**src/rtl/pll_lock_supervisor_pkg.sv**
```systemverilog
// Shared types and constants for the PLL lock supervisor.
package pll_lock_supervisor_pkg;

    typedef enum logic [2:0] {
        StWait   = 3'd0,
        StStable = 3'd1,
        StStage  = 3'd2,
        StRun    = 3'd3,
        StLost   = 3'd4
    } sup_state_e;

    localparam int unsigned LossCountW = 8;

    // Largest of three timing parameters; sizes the shared cycle counters.
    function automatic int unsigned max3(input int unsigned a, input int unsigned b,
                                         input int unsigned c);
        int unsigned m;
        m = (a > b) ? a : b;
        return (m > c) ? m : c;
    endfunction

endpackage

```
**src/rtl/pll_lock_supervisor_if.sv**
```systemverilog
// Signal bundle between the lock supervisor and its environment.
interface pll_lock_supervisor_if;
    import pll_lock_supervisor_pkg::*;

    logic                  pll_lock;
    logic                  clr_status;
    logic                  periph_rst;
    logic                  core_rst;
    logic                  ready;
    logic                  lock_lost;
    logic [LossCountW-1:0] loss_count;
    logic [2:0]            state;

    modport master (
        output pll_lock, clr_status,
        input  periph_rst, core_rst, ready, lock_lost, loss_count, state
    );

    modport slave (
        input  pll_lock, clr_status,
        output periph_rst, core_rst, ready, lock_lost, loss_count, state
    );

endinterface

```
**src/rtl/pll_lock_supervisor_sync_2ff.sv**
```systemverilog
// Two-flop synchronizer bringing an asynchronous level into the clk domain.
module sync_2ff (
    input  logic clk,
    input  logic rst,
    input  logic d_i,
    output logic q_o
);

    logic meta_q;
    logic sync_q;

    // Two back-to-back flops; only sync_q is used downstream.
    always_ff @(posedge clk) begin
        if (rst) begin
            meta_q <= 1'b0;
            sync_q <= 1'b0;
        end else begin
            meta_q <= d_i;
            sync_q <= meta_q;
        end
    end

    assign q_o = sync_q;

endmodule

```
**src/rtl/pll_lock_supervisor.sv**
```systemverilog
// PLL lock supervisor: qualifies CCC LOCK, sequences peripheral then core
// reset release, and detects/filters lock loss.
// Optional feature: define PLL_LOCK_LOSS_COUNT_EN to implement the saturating
// loss counter; otherwise loss_count is tied to zero.
module pll_lock_supervisor
    import pll_lock_supervisor_pkg::*;
#(
    parameter int unsigned LOCK_STABLE_CYCLES = 1024,
    parameter int unsigned STAGE_DELAY        = 16,
    parameter int unsigned LOSS_FILTER        = 4
) (
    input logic                   clk,
    input logic                   rst,
    pll_lock_supervisor_if.slave  sup
);

    localparam int unsigned MaxParam = max3(LOCK_STABLE_CYCLES, STAGE_DELAY, LOSS_FILTER);
    localparam int unsigned CntW     = $clog2(MaxParam + 1);

    localparam logic [CntW-1:0] LockStable = CntW'(LOCK_STABLE_CYCLES);
    localparam logic [CntW-1:0] StageDelay = CntW'(STAGE_DELAY);
    localparam logic [CntW-1:0] LossFilter = CntW'(LOSS_FILTER);

    sup_state_e      state_q, state_d;
    logic [CntW-1:0] cnt_q, cnt_d, cnt_inc;
    logic [CntW-1:0] filt_q, filt_d, filt_inc;
    logic            lock_s;
    logic            loss_evt;
    logic            periph_rst_q, periph_rst_d;
    logic            core_rst_q, core_rst_d;
    logic            ready_q, ready_d;
    logic            lock_lost_q, lock_lost_d;

    sync_2ff u_sync_lock (
        .clk (clk),
        .rst (rst),
        .d_i (sup.pll_lock),
        .q_o (lock_s)
    );

    // Counters never exceed MaxParam, so +1 always fits in CntW bits.
    assign cnt_inc  = cnt_q + CntW'(1);
    assign filt_inc = filt_q + CntW'(1);

    // Next-state decode: qualification, staged release, loss filtering, holdoff.
    always_comb begin
        state_d  = state_q;
        cnt_d    = cnt_q;
        filt_d   = '0;
        loss_evt = 1'b0;
        unique case (state_q)
            StWait: begin
                cnt_d = '0;
                if (lock_s) state_d = StStable;
            end
            StStable: begin
                if (!lock_s) begin
                    state_d = StWait;
                    cnt_d   = '0;
                end else if (cnt_inc == LockStable) begin
                    state_d = StStage;
                    cnt_d   = '0;
                end else begin
                    cnt_d = cnt_inc;
                end
            end
            StStage, StRun: begin
                if (!lock_s) filt_d = filt_inc;
                if (!lock_s && (filt_inc == LossFilter)) begin
                    loss_evt = 1'b1;
                    state_d  = StLost;
                    cnt_d    = '0;
                    filt_d   = '0;
                end else if (state_q == StStage) begin
                    // Stage timing keeps running through short unlock glitches.
                    if (cnt_inc == StageDelay) begin
                        state_d = StRun;
                        cnt_d   = '0;
                    end else begin
                        cnt_d = cnt_inc;
                    end
                end
            end
            StLost: begin
                if (cnt_inc == StageDelay) begin
                    state_d = StWait;
                    cnt_d   = '0;
                end else begin
                    cnt_d = cnt_inc;
                end
            end
            default: begin
                state_d = StWait;
                cnt_d   = '0;
            end
        endcase
    end

    // Output decode from next state so resets change on the transition edge, glitch-free.
    always_comb begin
        periph_rst_d = !((state_d == StStage) || (state_d == StRun));
        core_rst_d   = (state_d != StRun);
        ready_d      = (state_d == StRun);
        lock_lost_d  = lock_lost_q;
        if (sup.clr_status) lock_lost_d = 1'b0;
        if (loss_evt)       lock_lost_d = 1'b1;
    end

    // FSM, counters and output registers.
    always_ff @(posedge clk) begin
        if (rst) begin
            state_q      <= StWait;
            cnt_q        <= '0;
            filt_q       <= '0;
            periph_rst_q <= 1'b1;
            core_rst_q   <= 1'b1;
            ready_q      <= 1'b0;
            lock_lost_q  <= 1'b0;
        end else begin
            state_q      <= state_d;
            cnt_q        <= cnt_d;
            filt_q       <= filt_d;
            periph_rst_q <= periph_rst_d;
            core_rst_q   <= core_rst_d;
            ready_q      <= ready_d;
            lock_lost_q  <= lock_lost_d;
        end
    end

`ifdef PLL_LOCK_LOSS_COUNT_EN
    logic [LossCountW-1:0] loss_count_q, loss_count_d;

    // Clear first, then count, so a coincident loss leaves the count at 1.
    always_comb begin
        loss_count_d = loss_count_q;
        if (sup.clr_status) loss_count_d = '0;
        if (loss_evt && (loss_count_d != '1)) loss_count_d = loss_count_d + LossCountW'(1);
    end

    // Saturating loss counter register.
    always_ff @(posedge clk) begin
        if (rst) loss_count_q <= '0;
        else     loss_count_q <= loss_count_d;
    end

    assign sup.loss_count = loss_count_q;
`else
    assign sup.loss_count = '0;
`endif

    assign sup.periph_rst = periph_rst_q;
    assign sup.core_rst   = core_rst_q;
    assign sup.ready      = ready_q;
    assign sup.lock_lost  = lock_lost_q;
    assign sup.state      = state_q;

endmodule
```
**src/flat_wrapper.sv**
```systemverilog
// flat-port wrapper written by rule: the top's interface ports become plain ports
module pll_lock_supervisor_flat import pll_lock_supervisor_pkg::*;
#(
    parameter int unsigned LOCK_STABLE_CYCLES = 1024,
    parameter int unsigned STAGE_DELAY        = 16,
    parameter int unsigned LOSS_FILTER        = 4
)
  (clk, rst, sup_pll_lock, sup_clr_status, sup_periph_rst, sup_core_rst, sup_ready, sup_lock_lost, sup_loss_count, sup_state);
  pll_lock_supervisor_if sup_i ();
  input logic clk;
  input logic rst;
  input wire logic [$bits(sup_i.pll_lock)-1:0] sup_pll_lock;
  input wire logic [$bits(sup_i.clr_status)-1:0] sup_clr_status;
  output wire logic [$bits(sup_i.periph_rst)-1:0] sup_periph_rst;
  output wire logic [$bits(sup_i.core_rst)-1:0] sup_core_rst;
  output wire logic [$bits(sup_i.ready)-1:0] sup_ready;
  output wire logic [$bits(sup_i.lock_lost)-1:0] sup_lock_lost;
  output wire logic [$bits(sup_i.loss_count)-1:0] sup_loss_count;
  output wire logic [$bits(sup_i.state)-1:0] sup_state;
  assign sup_i.pll_lock = sup_pll_lock;
  assign sup_i.clr_status = sup_clr_status;
  assign sup_periph_rst = sup_i.periph_rst;
  assign sup_core_rst = sup_i.core_rst;
  assign sup_ready = sup_i.ready;
  assign sup_lock_lost = sup_i.lock_lost;
  assign sup_loss_count = sup_i.loss_count;
  assign sup_state = sup_i.state;
  pll_lock_supervisor #(.LOCK_STABLE_CYCLES(LOCK_STABLE_CYCLES), .STAGE_DELAY(STAGE_DELAY), .LOSS_FILTER(LOSS_FILTER)) u_core (.clk(clk), .rst(rst), .sup(sup_i));
endmodule
```
**config.mk**
```make
export PLATFORM = sky130hd
export DESIGN_NAME = pll_lock_supervisor_flat
export DESIGN_NICKNAME = d
export VERILOG_FILES = /design/src/rtl/pll_lock_supervisor_pkg.sv /design/src/rtl/pll_lock_supervisor_if.sv /design/src/rtl/pll_lock_supervisor_sync_2ff.sv /design/src/rtl/pll_lock_supervisor.sv /design/src/flat_wrapper.sv
export SDC_FILE = /design/constraint.sdc
export NUM_CORES = 1
export LEC_CHECK = 0
export ABC_AREA = 0
export BUFFER_PORTS_ARGS = -buffer_cell sky130_fd_sc_hd__buf_4
export CAP_MARGIN = 25
export CELL_PAD_IN_SITES_DETAIL_PLACEMENT = 0
export CELL_PAD_IN_SITES_GLOBAL_PLACEMENT = 2
export CORE_MARGIN = 1.5
export CORE_UTILIZATION = 38
export CTS_CLUSTER_DIAMETER = 50
export DETAILED_ROUTE_END_ITERATION = 7
export MAX_ROUTING_LAYER = met4
export PLACE_DENSITY_LB_ADDON = 0.15
export RECOVER_POWER = 50
export SKIP_CTS_REPAIR_TIMING = 1
export SYNTH_ARGS = -nofsm -noshare
export SYNTH_HDL_FRONTEND = slang
export SYNTH_SLANG_ARGS = --single-unit
```
**constraint.sdc**
```tcl
create_clock -name clk -period 5.8 [get_ports clk]
set_input_delay 1.16 -clock clk [delete_from_list [all_inputs] [get_ports clk]]
set_output_delay 1.16 -clock clk [all_outputs]
set_load 0.02 [all_outputs]
```
==> results of run 1 <==
[registers in the layout, summed over array words and instances, names as in the netlist]
name                       count
u_core.filt_q                 11
u_core.sup.lock_lost           1
u_core.cnt_q                  11
u_core.sup.core_rst            1
u_core.sup.periph_rst          1
u_core.u_sync_lock.meta_q      1
u_core.sup.state               3
u_core.u_sync_lock.q_o         1
u_core.sup.ready               1
[metrics by stage]
| step | cells | power [W] | utilization | hold slack, ns |
|---|---|---|---|---|
| after global placement | 271 | 0.000230 | 0.398 | 0.421 |
| after global routing | 279 | 0.000461 | 0.417 | 0.466 |
| after detailed placement | 271 | 0.000230 | 0.398 | 0.429 |
| after floorplan | 224 | 0.000233 | - | 0.414 |
| final | 279 | 0.000448 | 0.417 | 0.448 |
| after CTS | 279 | 0.000452 | 0.423 | 0.451 |
[cells in the mapped netlist, types with 4 or more instances]
master	count	share of area
dfxtp_1	31	0.34
nor2_1	28	0.058
nand2_1	24	0.049
xnor2_1	9	0.043
a22o_1	8	0.038
buf_4	8	0.033
nand3_1	8	0.022
a21oi_1	7	0.019
nor3_1	7	0.019
or3_1	7	0.024
nand4_1	6	0.021
xor2_1	6	0.029
buf_6	5	0.031
nor2b_1	5	0.017
inv_1	4	0.0082
o21ai_0	4	0.011
[cell usage in the layout, fill, tap and decap left out, types with 2 or more instances in the layout]
cell | Yosys | routed
nand4_1 | 6 | 6
xor2_1 | 6 | 6
and3_1 | 3 | 3
a211o_1 | 2 | 2
nor2_1 | 28 | 28
nand2_1 | 24 | 24
ha_1 | 3 | 3
inv_1 | 4 | 4
or2_2 | 2 | 2
a21oi_1 | 7 | 7
a211oi_1 | 3 | 3
buf_4 | 8 | 2
mux2i_1 | 2 | 2
a22o_1 | 8 | 8
conb_1 | 1 | 8
nor2b_1 | 5 | 5
dfxtp_1 | 31 | 31
nor3_1 | 7 | 7
nand3_1 | 8 | 8
and2_1 | 2 | 2
nand2b_1 | 2 | 2
o31ai_1 | 2 | 2
clkbuf_1 | 3 | 8
clkbuf_8 | 1 | 6
or3_1 | 7 | 7
xnor2_1 | 9 | 9
o2bb2ai_1 | 3 | 3
o21ai_0 | 4 | 4
[where the power goes]
part	internal, W	total (W)	switching [W]
Combinational	0.00000220	0.0000104	0.00000821
Clock	0.000139	0.000224	0.0000847
Sequential	0.000214	0.000214	0.000000737
[kinds of logic (layout without fill, tap and decap cells)]
kind of cell | Yosys count | in the layout | synth area share
other | 1 | 8 | 0.00205
adders and majority gates | 3 | 3 | 0.0206
muxes | 3 | 3 | 0.0171
and+or+nand+nor | 105 | 105 | 0.291
DFF | 31 | 31 | 0.340
xor gates and xnor gates | 15 | 15 | 0.0719
buffers and inverters | 21 | 22 | 0.0856
AOI/OAI and AO/OA | 38 | 38 | 0.172
[area by class of cell]
cell class | instances | area [um^2] | area share
Clock buffer | 6 | 82.6 | 0.0425
Timing Repair Buffer | 10 | 45.0 | 0.0232
Inverter | 4 | 15.0 | 0.00773
Clock inverter | 2 | 35.0 | 0.0180
Tap cell | 54 | 67.6 | 0.0348
Sequential cell | 31 | 621 | 0.320
Multi-Input combinational cell | 172 | 1080 | 0.554
[worst paths after layout]
| check | cells after the start | start | to |
|---|---|---|---|
| worst max register to register | 7 | u_core.filt_q[2] | u_core.cnt_q[3] |
| worst min-delay path | 1 | u_core.u_sync_lock.meta_q | u_core.u_sync_lock.q_o |
| worst min register to register | 1 | u_core.u_sync_lock.meta_q | u_core.u_sync_lock.q_o |
| worst max-delay path | 7 | u_core.filt_q[2] | u_core.cnt_q[3] |
[layer usage]
metal	vias up	track usage	wire [um]
li1	756	-	-
met1	688	0.199	1800
met2	27	0.261	1880
met3	7	0.0389	141
met4	0	0.0650	72
met5	-	-	0
==> results by group, run 1 <==
GRT
  – Grt total ovfl: 0
  – Initial antenna violation count: 0
  – GRT Total Usage: 0.163
  – Largest net degree at the start of global routing: 21
  – Number of global-route vias before repair: 1,392
  – First-pass GRT wire length: 6450 um

Clock network
  – Clock-pin slew on the worst setup and hold paths: 0.07 ns
  – Skew-Pair Late Insertion Delay: 0.29 ns
  – Cts bufs inserted: 5
  – Clock tree sinks: 31
  – Clock Tree Root: clkbuf_8
  – CTS tree: yes
  – H-tree levels: 2
  – CTS max path bufs: 2

Setup path
  – FF-to-FF setup slack: 3.07 ns
  – CP peak stage delay: 0.55 ns
  – Critical Path Fanout Max: 8
  – Setup CP Type: reg -> reg
  – Startpoint types: flop
  – CP max-delay cell: or4_4
  – CP top delay family: compound AO/OA/AOI/OAI gates
  – CP required: between 5 and 6 ns
  – Crit-path cells: nand3_2 -> or4_4 -> a2111oi_4 -> nand2_1 -> a211oi_1 -> nor2_1 -> a22o_1
  – CP Buf/Inv Count: 0
  – CP Capture Type: flop
  – Critical Path AT: 2.91 ns

Place
  – DP HPWL: 2910 um
  – IO Port Bufs: 10
  – GPL Wtd Cong: just under 0.9
  – Placed cell area: ~1900 um^2
  – Placement Setup Slack: a little over 3 ns

Timing
  – Final setup fails: 0
  – Final max-slew violation count: 0
  – Fmax: 366 MHz
  – Clock skew: 0.00842 ns
  – Final Hold Fails: 0
  – Period utilisation layout: 0.471
  – Setup TNS: 0 ns
  – RSZ-0062 raised after global routing: no
  – Worst-margin pin slew: 0.848 ns
  – Minimum clock period: 2.73 ns
  – Final worst slack: 3.07 ns
  – Max-slew headroom: 0.434

Pwr
  – Leak: 0.662 nW
  – Worst IR Drop VDD: 0.121 mV
  – Pwr per Cell Area: around 230 nW/um^2

Routing
  – Drt pass-1 iters: 4
  – Final wirelength: 3890 um
  – 1st-iter DRT viols: 53
  – Number of remaining DRC errors: 0
  – WL per Instance: 14.0 um
  – Via/cell ratio: 5.30
  – Vias post-DR: between 1k and 1.5k
  – DRT antenna net count: 0

Flow run
  – Max-cap violations: 0

Layout
  – Fraction of layout cells with a size suffix above 1: 0.0978
  – Ant diodes: 0
  – Design Area, Final: 1940 um^2
  – Layout area overhead: 6.30%
  – Final Net Count: 231
  – Fill cells: 484

Worst hold path
  – Min-delay worst type: reg -> reg

Synthesis
  – Yosys Warn Count: 0
  – Yosys reg bits: 31
  – Syn Inst Count: 217
  – Synthesized area: between 1500 and 2000 um^2
  – Synthesized area per cell: approximately 8.4 um^2
  – Sequential-to-total area share from yosys stat: 0.340
  – Post-synth EDFFs: 0
  – Synth Flop Type: dfxtp_1
  – Post-synth ARST share: 0
  – Synth unique cells: 50

Floorplan
  – Die Y: 72.3 um
  – Rows: 25
  – Die Area: roughly 5200 um^2
  – Core area: 4660 um^2
  – IO Pins: 19
  – Die W: 72.3 um
  – Starting Density: 0.392

Run status
  – Status: finished clean
(Power assumes the default switching activity.)
==> run 2, diff against run 1 <==
Settings changed: ABC_AREA 0 to 1, CORE_UTILIZATION 38 to 32.
Clock period 5.8 ns to 2.7 ns, I/O delays scaled along.
==> results by group, run 2 <==
Layout
  – Fraction of layout cells with a size suffix above 1: 0.0788 (-0.0190)
  – Final Net Count: 337 (+46%)
  – Ant diodes: 0 (unchanged)
  – Most common cell after layout, fill and taps aside: nand2_1
  – Finished Layout Cells: 405 (+45%)
  – Layout area overhead: 8.00%
  – Most frequent cells in the layout: nand2_1, nand3_1, nor2_1, inv_1, dfxtp_1
  – Fill cells: 686 (+42%)

Place
  – Placed Cells incl. Taps: 398 (+47%)
  – DP HPWL: 3910 um (+34%)
  – IO Port Bufs: 10 (unchanged)
  – GPL Wtd Cong: 0.771 (-11%)

Timing
  – Worst-margin pin slew: 0.790 ns (-0.0583 ns)
  – Clock skew: 0.00575 ns (-0.00267 ns)
  – Final Hold Fails: 0 (unchanged)
  – Final max-slew violation count: 0 (unchanged)
  – Hold slack: 0.403 ns (-0.0458 ns)
  – RSZ-0062 raised after global routing: no
  – Fmax: 438 MHz (+20%)
  – Final setup fails: 0 (unchanged)
  – Setup TNS: 0 ns (unchanged)
  – Minimum clock period: 2.28 ns (-0.448 ns)
  – Period utilisation layout: 0.845 (+0.374)
  – Max-slew headroom: 0.473 (+0.0389)

Synthesis
  – Compound-gate portion of the synthesized area: 0.0731 (-0.0988)
  – Synth unique cells: 30 (-40%)
  – Post-synth top area cell: dfxtp_1
  – Yosys Warn Count: 0 (unchanged)
  – Synthesized area: 1990 um^2 (+8.7%)
  – Sequential-to-total area share from yosys stat: 0.313 (-0.0272)
  – Count leader, synth: nand2_1
  – Simple-Gate Fraction of Synth Area: 0.469 (+0.178)
  – Mux contribution to synthesized area: 0 (-0.0171)
  – Largest family of logic cells by synthesized area: simple AND/OR/NAND/NOR gates
  – Synth top area share: 0.313 (-0.0272)
  – Top post-synthesis cells by area: dfxtp_1, nand2_1, nand3_1
  – Post-synth EDFFs: 0 (unchanged)
  – Synthesized area per cell: 6.24 um^2 (-26%)
  – Top post-synthesis cells by count: nand2_1, nand3_1, inv_1
  – Syn Inst Count: 318 (+47%)
  – Synth Area in XOR/XNOR: 0.00441 (-0.0675)
  – Yosys reg bits: 31 (unchanged)
  – Adder-Cell Fraction of Synth Area: 0.0189 (-0.00164)
  – Post-synth ARST share: 0 (unchanged)
  – Synth Flop Type: dfxtp_1

Floorplan
  – Rows: 28 (+12%)
  – Starting Density: 0.333 (-0.0585)
  – Die Y: 81.8 um (+13%)
  – Die W: 81.8 um (+13%)
  – Die Area: 6690 um^2 (+28%)
  – IO Pins: 19 (unchanged)
  – Core area: 5960 um^2 (+28%)

Setup path
  – Crit-path cells: ha_1 -> nand2_1 -> inv_1 -> nand2_1 -> nand2_1 -> nand2_1 -> nor2_1 -> nand2_1 -> nor2_1 -> nand3_4 -> a21oi_2 -> nand3_1 -> a21oi_1
  – Critical Path AT: 2.49 ns (-0.42 ns)
  – CP Capture Type: flop
  – CP Buf/Inv Count: 1 (+1)
  – Setup CP Type: reg -> reg
  – CP peak stage delay: 0.40 ns (-0.15 ns)
  – Critical Path Fanout Max: 8 (unchanged)
  – Cell mode on critical path: nand2_1
  – Startpoint types: flop
  – CP top delay family: simple AND/OR/NAND/NOR gates
  – CP required: 2.91 ns (-3.07 ns)
  – CP max-delay cell: dfxtp_1

Clock network
  – H-tree levels: 2 (unchanged)
  – Clock Tree Root: clkbuf_8
  – CTS max path bufs: 2 (unchanged)
  – CTS tree: yes
  – Clock-pin slew on the worst setup and hold paths: 0.07 ns (about the same)
  – Cts bufs inserted: 5 (unchanged)
  – Skew-Pair Late Insertion Delay: 0.28 ns (about the same)
  – Clock tree sinks: 31 (unchanged)

Routing
  – Met1 wire length: 2750 um (+52%)
  – Number of remaining DRC errors: 0 (unchanged)
  – WL met3: 151 um (+7.1%)
  – 1st-iter DRT viols: 74 (+40%)
  – WL per Instance: 12.1 um (-13%)
  – Uppermost layer routed: met4
  – Vias post-DR: 1,850 (+25%)
  – Final wirelength: 4910 um (+26%)
  – Drt pass-1 iters: 5 (+1)
  – Via/cell ratio: 4.57 (-14%)
  – Routed met2 length: 1950 um (+3.9%)
  – DRT antenna net count: 0 (unchanged)

Pwr
  – Leak: 0.924 nW (+40%)
  – Pwr per Cell Area: 401 nW/um^2 (+74%)
  – Worst IR Drop VDD: 0.198 mV (+64%)
  – Final Power: 0.000861 W (+92%)

GRT
  – Grt total ovfl: 0 (unchanged)
  – First-pass GRT wire length: 8480 um (+31%)
  – GRT Total Usage: 0.174 (+0.0105)
  – Number of global-route vias before repair: 1,799 (+29%)
  – Largest net degree at the start of global routing: 17 (-19%)
  – Initial antenna violation count: 0 (unchanged)

Run status
  – Status: finished clean

Flow run
  – Max-cap violations: 0 (unchanged)

Worst hold path
  – Min-delay worst type: reg -> reg
[run 2: cell count changes after synthesis, sizes merged, moves of 9 or more]
cell,change
inv,+37
nand2,+68
nand3,+40
nor2,+21
a21oi,+12
xnor2,-9
[run 2: worst paths after layout]
path,from,slack (ns),to,cells past startpoint
max,u_core.filt_q[0],0.42,u_core.cnt_q[10],13
min,u_core.u_sync_lock.meta_q,0.40,u_core.u_sync_lock.q_o,2
max reg2reg,u_core.filt_q[0],0.42,u_core.cnt_q[10],13
min reg2reg,u_core.u_sync_lock.meta_q,0.40,u_core.u_sync_lock.q_o,2
[run 2: worst register-to-register path, delay by kind of cell (launching register included)]
| kind | cells | cell delay, ns |
|---|---|---|
| and+or+nand+nor | 9 | 1.00 |
| DFF | 1 | 0.40 |
| AOI/OAI and AO/OA | 2 | 0.39 |
| adders and majority gates | 1 | 0.24 |
| buffers and inverters | 1 | 0.17 |
[run 2: cells by family after synthesis]
| family | count (synthesis) |
|---|---|
| buffers and inverters | 54 |
| flip-flops | 31 |
| AND/OR/NAND/NOR | 203 |
| adder cells (fa/ha/maj) | 3 |
| AO/OA/AOI/OAI | 25 |
| other | 1 |
| XOR/XNOR | 1 |
[run 2: final cells by class]
type,count,area (um^2),area share
Inverter,41,154,0.0718
Sequential cell,31,621,0.289
Timing Repair Buffer,11,52.6,0.0245
Tap cell,75,93.8,0.0438
Clock buffer,6,82.6,0.0385
Clock inverter,1,5.00,0.00233
Multi-Input combinational cell,240,1140,0.530
[run 2: where the power goes]
| group | switching, W | internal, W | total [W] |
|---|---|---|---|
| sequential | 0.00000227 | 0.000459 | 0.000461 |
| clock | 0.000174 | 0.000200 | 0.000374 |
| combinational | 0.0000209 | 0.00000460 | 0.0000255 |
[run 2: metal layers]
metal / track usage / up-vias
met3: 0.0333 / 5
met5: - / -
met1: 0.245 / 796
met2: 0.246 / 32
met4: 0.0593 / 0
li1: - / 1017
[run 2: per-stage QoR]
step	area, um^2	util	setup WS [ns]
floorplan	2010	-	0.895
global placement	2100	0.353	0.452
detailed placement	2100	0.353	0.477
CTS	2190	0.368	0.448
global route	2140	0.360	0.0830
finish	2140	0.360	0.419
==> run 3, diff against run 2 <==
Settings changed: ABC_AREA 1 to 0, CORE_UTILIZATION 32 to 35.
Clock period 2.7 ns to 2.18 ns, I/O delays scaled along.
==> results by group, run 3 (synthesis gave the netlist of run 1 again) <==
Layout
  – Ant diodes: 0 (unchanged)
  – Layout area overhead: 32.2%
  – Register area: 631 um^2 (+1.6%)
  – Most frequent cells in the layout: buf_4, dfxtp_1, nor2_1, nand2_1, xnor2_1
  – Fill cells: 525 (-23%)
  – Final Net Count: 276 (-18%)
  – Fraction of layout cells with a size suffix above 1: 0.333 (+0.255)
  – Area of the multi-input gates: 1180 um^2 (+4.3%)
  – Most common cell after layout, fill and taps aside: buf_4
  – Finished Layout Cells: 340 (-16%)

Setup path
  – Worst reg2reg path depth: 8 (-5)
  – CP required: 2.36 ns (-0.55 ns)
  – Critical R2R Capture: u_core.cnt_q[8]
  – Critical Path AT: 2.53 ns (+0.04 ns)
  – CP Capture Point: u_core.cnt_q[8]
  – Worst reg2reg startpoint: u_core.filt_q[0]
  – Critical Path Fanout Max: 5 (-3)
  – Critical Path Source: u_core.filt_q[0]
  – Startpoint types: flop
  – CP Capture Type: flop
  – Setup CP Type: reg -> reg
  – FF-to-FF setup slack: -0.17 ns (-0.59 ns)

Pwr
  – Leak: 0.904 nW (-2.2%)
  – NetSw: 0.000244 W (+23%)
  – Sw frac: 0.206 (-0.0239)
  – Reg power frac: 0.478 (-0.058)
  – Comb power frac: 0.027 (-0.003)
  – Pwr per Cell Area: 491 nW/um^2 (+22%)
  – Final Power: 0.00119 W (+38%)
  – Worst IR Drop VDD: 0.229 mV (+16%)
  – P_int: 0.000943 W (+42%)
  – Clock share of power: 0.495 (+0.060)

Floorplan
  – Die Area: 5660 um^2 (-15%)
  – Die W: 75.2 um (-8.0%)
  – Die Y: 75.2 um (-8.0%)
  – Core area: 5070 um^2 (-15%)
  – IO Pins: 19 (unchanged)
  – Rows: 26 (-7.1%)
  – Starting Density: 0.360 (+0.0266)

Flow run
  – Max-cap violations: 0 (unchanged)

Clock network
  – CTS tree: yes
  – CTS max path bufs: 2 (unchanged)
  – Clock-pin slew on the worst setup and hold paths: 0.07 ns (about the same)
  – H-tree levels: 2 (unchanged)
  – Cts bufs inserted: 5 (unchanged)
  – Clock Tree Root: clkbuf_8
  – Clock tree sinks: 31 (unchanged)
  – Skew-Pair Late Insertion Delay: 0.28 ns (about the same)

GRT
  – Largest net degree at the start of global routing: 21 (+4)
  – GRT Total Usage: 0.164 (-0.00988)
  – Initial antenna violation count: 0 (unchanged)
  – Grt total ovfl: 0 (unchanged)
  – Number of global-route vias before repair: 1,558 (-13%)
  – First-pass GRT wire length: 6880 um (-19%)

Run status
  – Status: complete, but fails checks
  – Failing checks: negative setup slack

Timing
  – Final setup fails: 12 (+12)
  – Final Hold Fails: 0 (unchanged)
  – Fmax: 425 MHz (-3.1%)
  – Period utilisation layout: 1.08 (+0.235)
  – Minimum clock period: 2.35 ns (+0.0734 ns)
  – RSZ-0062 raised after global routing: yes
  – Clock skew: 0.00537 ns (-0.000378 ns)
  – Final worst slack: -0.174 ns (-0.593 ns)
  – Setup TNS: -1.35 ns (-1.35 ns)
  – Final max-slew violation count: 0 (unchanged)

Routing
  – Drt pass-1 iters: 4 (-1)
  – Vias post-DR: 1,646 (-11%)
  – 1st-iter DRT viols: 51 (-31%)
  – Via/cell ratio: 4.84 (+6.0%)
  – WL per Instance: 13.2 um (+8.9%)
  – DRT antenna net count: 0 (unchanged)
  – Number of remaining DRC errors: 0 (unchanged)
  – Final wirelength: 4490 um (-8.6%)

Worst hold path
  – Min-delay src: sup_pll_lock
  – Min-delay worst type: in -> reg

Place
  – Placed Cells incl. Taps: 328 (-18%)
  – GPL Wtd Cong: 0.844 (+9.4%)
  – DP HPWL: 3230 um (-17%)
  – IO Port Bufs: 10 (unchanged)
-- run 3: cell count changes in the layout (fill, tap and decap cells not counted), sizes merged, moves of 5 or more --
cell	before	now
nand2	93	25
buf	3	47
nand3	49	9
inv	41	4
nor2	49	28
a21oi	19	7
xnor2	0	9
a22o	0	8
or3	0	7
a211oi	0	5
nor2b	0	5
xor2	1	6
-- run 3: layout make-up --
type                    instances  share of cell area
repair buffers                 54               0.157
multi-input cells             173               0.491
clock buffers                   6              0.0342
clock inverters                 2              0.0145
well taps                      70              0.0363
inverters                       4             0.00622
flip-flops and latches         31               0.261
-- run 3: worst max-delay path, stage by stage, from the launching register on --
cell and delay (ns):
dfxtp_4 0.38, nand3_4 0.08, or4_4 0.51, a2111oi_4 0.50, buf_4 0.21, a211oi_2 0.12, or2b_1 0.21, o31ai_1 0.08
a22o_1 0.18
-- run 3: worst min path at each step --
stage | to | slack [ns] | cells past startpoint
2_1_floorplan | u_core.u_sync_lock.q_o | 0.41 | 1
3_3_place_gp | u_core.u_sync_lock.q_o | 0.42 | 1
3_5_place_dp | u_core.u_sync_lock.q_o | 0.43 | 1
4_1_cts | u_core.u_sync_lock.meta_q | 0.35 | 2
5_1_grt | u_core.u_sync_lock.meta_q | 0.36 | 2
6_report | u_core.u_sync_lock.meta_q | 0.36 | 2
-- run 3: power by group through the flow --
stage	clock [W]	sequential (W)	combinational [W]
6_report	0.000587	0.000568	0.0000319
4_1_cts	0.000612	0.000570	0.0000292
2_1_floorplan	0	0.000583	0.0000355
5_1_grt	0.000634	0.000568	0.0000345
3_3_place_gp	0	0.000583	0.0000289
3_5_place_dp	0	0.000583	0.0000290
-- run 3: metrics by stage --
step / area [um^2] / hold slack (ns) / worst slack [ns] / utilization
final: 2410 / 0.363 / -0.174 / 0.476
after global routing: 2410 / 0.359 / -0.290 / 0.476
after CTS: 2310 / 0.354 / -0.197 / 0.455
after detailed placement: 2190 / 0.432 / -0.175 / 0.432
after global placement: 2190 / 0.417 / -0.146 / 0.432
after floorplan: 1860 / 0.414 / -0.112 / -
-- run 3: layer usage --
layer	share of wire	up-vias	wire (um)	GRT usage
met2	0.52	18	2320	0.274
met5	0	-	0	-
met1	0.44	775	2000	0.196
met3	0.025	6	113	0.0321
met4	0.012	0	55	0.0575
li1	-	847	-	-
